## config.mk

```make
export PLATFORM = sky130hd
export DESIGN_NAME = mac_operand_sequencer
export DESIGN_NICKNAME = d
export VERILOG_FILES = /design/src/rtl/mac_operand_sequencer.sv
export SDC_FILE = /design/constraint.sdc
export NUM_CORES = 1
export LEC_CHECK = 0
export ABC_AREA = 1
export CAP_MARGIN = 20
export CELL_PAD_IN_SITES_DETAIL_PLACEMENT = 1
export CELL_PAD_IN_SITES_GLOBAL_PLACEMENT = 1
export CORE_UTILIZATION = 40
export DETAILED_ROUTE_END_ITERATION = 8
export PLACE_DENSITY_LB_ADDON = 0.25
export SLEW_MARGIN = 20
export SYNTH_ARGS = -nofsm -noshare
export SYNTH_HDL_FRONTEND = slang
export SYNTH_SLANG_ARGS = --single-unit
```

## constraint.sdc

```tcl
create_clock -name clk -period 4.66 [get_ports clk]
set_clock_uncertainty 0.2 [all_clocks]
set_input_delay 0.932 -clock clk [delete_from_list [all_inputs] [get_ports clk]]
set_output_delay 0.932 -clock clk [all_outputs]
set_load 0.01 [all_outputs]
```

## src/rtl/mac_operand_sequencer.sv

```systemverilog
// mac_operand_sequencer: initiator for one mac_unit.
// Holds x/w operand buffers, streams len operand pairs into the MAC after
// clearing it, captures the accumulator and pulses done.
// Optional feature macro: MAC_SEQ_OVF_DETECT_EN (shadow-sum overflow flag).
// When the macro is undefined, ovf is tied to 0 and no shadow logic exists.
module mac_operand_sequencer #(
   parameter int DATA_W = 8,
   parameter int ACC_W  = 16,
   parameter int DEPTH  = 16,
   parameter int ADDR_W = 4
) (
   input  logic              clk,
   input  logic              reset,
   input  logic              wr_en,
   input  logic              wr_sel,
   input  logic [ADDR_W-1:0] wr_addr,
   input  logic [DATA_W-1:0] wr_data,
   input  logic              start,
   input  logic [ADDR_W:0]   len,
   output logic              busy,
   output logic              done,
   output logic [ACC_W-1:0]  result,
   output logic              ovf,
   output logic              mac_reset,
   output logic              mac_enable,
   output logic [DATA_W-1:0] mac_x,
   output logic [DATA_W-1:0] mac_w,
   input  logic [ACC_W-1:0]  mac_acc
);

   localparam logic [2:0] IDLE    = 3'd0;
   localparam logic [2:0] CLEAR   = 3'd1;
   localparam logic [2:0] STREAM  = 3'd2;
   localparam logic [2:0] WAIT    = 3'd3;
   localparam logic [2:0] CAPTURE = 3'd4;

   localparam logic [ADDR_W:0] DEPTH_C = (ADDR_W+1)'(DEPTH);

   logic [2:0]        state;
   logic [ADDR_W:0]   eff_len;   // pairs to stream in this run
   logic [ADDR_W:0]   cnt;       // pairs already issued to the MAC
   logic [ADDR_W:0]   len_clamped;
   logic              wr_ok;
   logic [DATA_W-1:0] xbuf [DEPTH];
   logic [DATA_W-1:0] wbuf [DEPTH];

   // Clamp the requested length to the buffer depth; gate writes outside a run.
   // NOTE: every signal assigned in always_comb gets a value on every path,
   // otherwise synthesis infers a latch to hold the old value.
   always_comb begin
      len_clamped = (len > DEPTH_C) ? DEPTH_C : len;
      wr_ok       = (state == IDLE) || (state == CAPTURE);
   end

   // Operand buffers: written through the write port only while no run is active.
   // NOTE: the buffers are small and must read as 0 after reset, so they are
   // cleared explicitly; large RAMs would normally be left unreset.
   always_ff @(posedge clk) begin
      if (reset) begin
         for (int i = 0; i < DEPTH; i++) begin
            xbuf[i] <= '0;
            wbuf[i] <= '0;
         end
      end else if (wr_en && wr_ok) begin
         if (wr_sel) wbuf[wr_addr] <= wr_data;
         else        xbuf[wr_addr] <= wr_data;
      end
   end

   // Run FSM; every MAC-facing output is registered as the value for the next cycle.
   // NOTE: sequential state uses non-blocking assignments so that all registers
   // update together from the values seen before the clock edge.
   always_ff @(posedge clk) begin
      if (reset) begin
         state      <= IDLE;
         eff_len    <= '0;
         cnt        <= '0;
         busy       <= 1'b0;
         done       <= 1'b0;
         result     <= '0;
         mac_reset  <= 1'b0;
         mac_enable <= 1'b0;
         mac_x      <= '0;
         mac_w      <= '0;
      end else begin
         done <= 1'b0;
         case (state)
            IDLE: begin
               if (start) begin
                  eff_len   <= len_clamped;
                  cnt       <= '0;
                  busy      <= 1'b1;
                  mac_reset <= 1'b1;
                  state     <= CLEAR;
               end
            end
            CLEAR: begin
               mac_reset <= 1'b0;
               if (eff_len == '0) begin
                  state <= WAIT;
               end else begin
                  mac_enable <= 1'b1;
                  mac_x      <= xbuf[0];
                  mac_w      <= wbuf[0];
                  cnt        <= (ADDR_W+1)'(1);
                  state      <= STREAM;
               end
            end
            STREAM: begin
               if (cnt == eff_len) begin
                  mac_enable <= 1'b0;
                  mac_x      <= '0;
                  mac_w      <= '0;
                  state      <= WAIT;
               end else begin
                  mac_x <= xbuf[cnt[ADDR_W-1:0]];
                  mac_w <= wbuf[cnt[ADDR_W-1:0]];
                  cnt   <= cnt + 1'b1;
               end
            end
            WAIT: begin
               // The last accumulate landed on the previous edge; acc is final.
               result <= mac_acc;
               done   <= 1'b1;
               busy   <= 1'b0;
               state  <= CAPTURE;
            end
            CAPTURE: begin
               state <= IDLE;
            end
            default: begin
               busy       <= 1'b0;
               mac_reset  <= 1'b0;
               mac_enable <= 1'b0;
               mac_x      <= '0;
               mac_w      <= '0;
               state      <= IDLE;
            end
         endcase
      end
   end

`ifdef MAC_SEQ_OVF_DETECT_EN
   localparam int SHADOW_W = ACC_W + ADDR_W + 1;

   logic [SHADOW_W-1:0] shadow;

   // Wide shadow of the MAC sum, updated on exactly the edges the MAC updates.
   always_ff @(posedge clk) begin
      if (reset) begin
         shadow <= '0;
         ovf    <= 1'b0;
      end else begin
         if (mac_reset) begin
            shadow <= '0;
         end else if (mac_enable) begin
            shadow <= shadow + (SHADOW_W'(mac_x) * SHADOW_W'(mac_w));
         end
         if (state == WAIT) begin
            ovf <= |shadow[SHADOW_W-1:ACC_W];
         end
      end
   end
`else
   assign ovf = 1'b0;
`endif

endmodule

```

==> reports/metrics.yaml <==
synth_area_leader_cell: "edfxtp_1"
drcViolationCount: 0
place_area_sq_mm: 0.0149
antenna_left: 0
slew_viol_final: 0
hold_class: "reg2reg"
grt_pass1_wl_microns: 65600
max_stage_delay_ps: 850
globalplace.congestion: 0.814
path_common_cell: "nand3_1"
cts.sinks: 309
core_area_sq_mm: 0.0337
first_pass_iters: 5
arrival_ps: 3480
htreeDepth: 2
clockBufferDepth: 3
rsz0062_at_grt: "false"
seq_area_frac_synth_pct: 63.5
fp-row-count: 67
vias_per_cell: 5.43
synth_common_cells: "322 x nand2_1, 308 x nor2_1, 260 x nand3_1"
yosys_warnings: 0
ir_drop_uv: 255
grt_pass1_vias: 10929
end_kind: "flop"
die_area_sq_mm: 0.0352
numPortBuffers: 73
n_antenna_cell: 0
startpoint_type: "flop"
grt_usage_pct: 24.6
ys_types: 29
dp_hpwl_microns: 27200
finalHoldViolations: 0
path_clk_slew_ps: 60
worst_pin_slew_ps: 1050
fmax_ghz: 0.306
cap_violations: 0
fin_total_pwr_mw: 7.47
nNetsFinal: 1539
ys_ff_latch: 309
hold_buffers: 0
cts_resized: 0
syn_inst: 1455
start_util_pct: 40.9
slew_headroom_pct: 30.2
cts_tree: "built"
vias: 10728
overflow: 0
min_period_over_period_pct: 70.2
path_class: "reg2reg"
synthesis.nets: 1494
numCtsBuffers: 36
setup_violations: 0
area_growth_pct: 16.4
crit_path_cell_trace: "clkinv_2 > buf_4 > nand2_1 > nand3_1 > nand3_1 > nand3_1 > nand3_1 > a21oi_1"
grt_max_degree: 81
ctsRootBufferMaster: "clkbuf_16"
cp_max_fo: 61
drtIter0Drc: 765
antenna_found_initial: 0
synthArstFlopShare_pct: 0
cts_setup_buffers: 0
wl_microns: 42700
die_w_microns: 188
synth_edf_count: 256
fin_crit_ps: 3270
clk_latency_ps: 530
crit_required_ps: 4870
cp_slowest_cell: "clkinv_2"
leakage_nw: 6.18
dp_slack_ps: 1060
layout_setup_ws_ps: 1390
synthTopCellsByArea: "edfxtp_1 56%, nand3_1 9.5%, nand2_1 8.8%, nor2_1 8.4%, dfxtp_1 7.7%"
powerDensity_mw_per_mm2: 466
yosysMostFrequentCell: "nand2_1"
status: "complete, no violations"
synth-main-ff-cell: "edfxtp_1"
finalSetupTns_ps: 0
routedWlPerCell_microns: 21.6
synth_top_cell_area_share_pct: 55.8
netlist_area_sq_mm: 0.0138
fin_area_sq_mm: 0.0160
drive_gt1_share_pct: 8.38
die-height_microns: 188
synth_area_per_cell_sq_um: 9.46
io_pins: 75
==> through the flow <==
step / util (%) / hold slack, ps / std cells
after floorplan: - / 271 / 1455
after global placement: 44.1 / 260 / 1910
after detailed placement: 44.1 / 273 / 1910
after CTS: 47.6 / 283 / 1976
after global routing: 47.6 / 321 / 1976
final: 47.6 / 276 / 1976
==> final timing paths <==
kind | startpoint | to | slack (ps) | cells after the start
worst max-delay path | flop | mac_x[1]$_SDFFE_PP0P_ | 1390 | 8
worst min-delay path | mac_reset$_SDFFE_PP0P_ | mac_reset$_SDFFE_PP0P_ | 280 | 2
worst max register to register | flop | mac_x[1]$_SDFFE_PP0P_ | 1390 | 8
worst min register to register | mac_reset$_SDFFE_PP0P_ | mac_reset$_SDFFE_PP0P_ | 280 | 2
==> routing by layer <==
metal	share of wire, %	track usage [%]	vias up
li1	-	-	5018
met1	43	32.5	5331
met2	49	41.7	296
met3	4.9	3.20	83
met4	3.0	8.72	0
met5	0	0	-
==> logic make-up after synthesis <==
kind of cell / Yosys count / synth area share [%]
simple gates: 929 / 29.2
flops: 309 / 63.5
buf+inv: 128 / 3.79
compound gates: 83 / 3.10
xor+xnor: 4 / 0.254
fa+ha+maj: 1 / 0.0909
other cells: 1 / 0.0272
==> placed cells by master, fill, tap and decap left out, drive strengths merged, types with 16 or more instances in the layout <==
cell | Yosys | final
nand2 | 324 | 324
nor2 | 319 | 319
nand3 | 283 | 283
edfxtp | 256 | 256
clkdlybuf4s50 | 0 | 73
dfxtp | 53 | 53
clkbuf | 62 | 45
a21oi | 42 | 42
o21ai | 37 | 37
inv | 36 | 37
buf | 30 | 26
clkinv | 0 | 16
==> registers in the layout, summed over array words and instances (netlist names), named ones only <==
signal	flops
mac_enable	1
mac_reset	1
busy	1
state	3
done	1
cnt	5
mac_x	8
xbuf	128
mac_w	8
eff_len	5
wbuf	128
result	16
==> power by group <==
group | internal (mW) | switching [mW]
logic | 0.442 | 0.983
registers | 3.16 | 0.125
clock network | 1.62 | 1.14
total | 5.21 | 2.25
==> final cells by class <==
class                           count  area [sq um]
Inverter                           36           139
Clock inverter                     21           163
Sequential cell                   309          8750
Multi-Input combinational cell   1018          4500
Tap cell                          448           561
Clock buffer                       45           986
Timing Repair Buffer               99           926
Fill cell                        3845         17700
==> worst max-delay path: cells and delay by family, from the launching register on <==
kind / cells / cell delay (ps)
and+or+nand+nor: 5 / 700
AOI/OAI and AO/OA: 1 / 80
buffers and inverters: 2 / 1420
DFF: 1 / 690
Power figures use the tool's default switching activity.
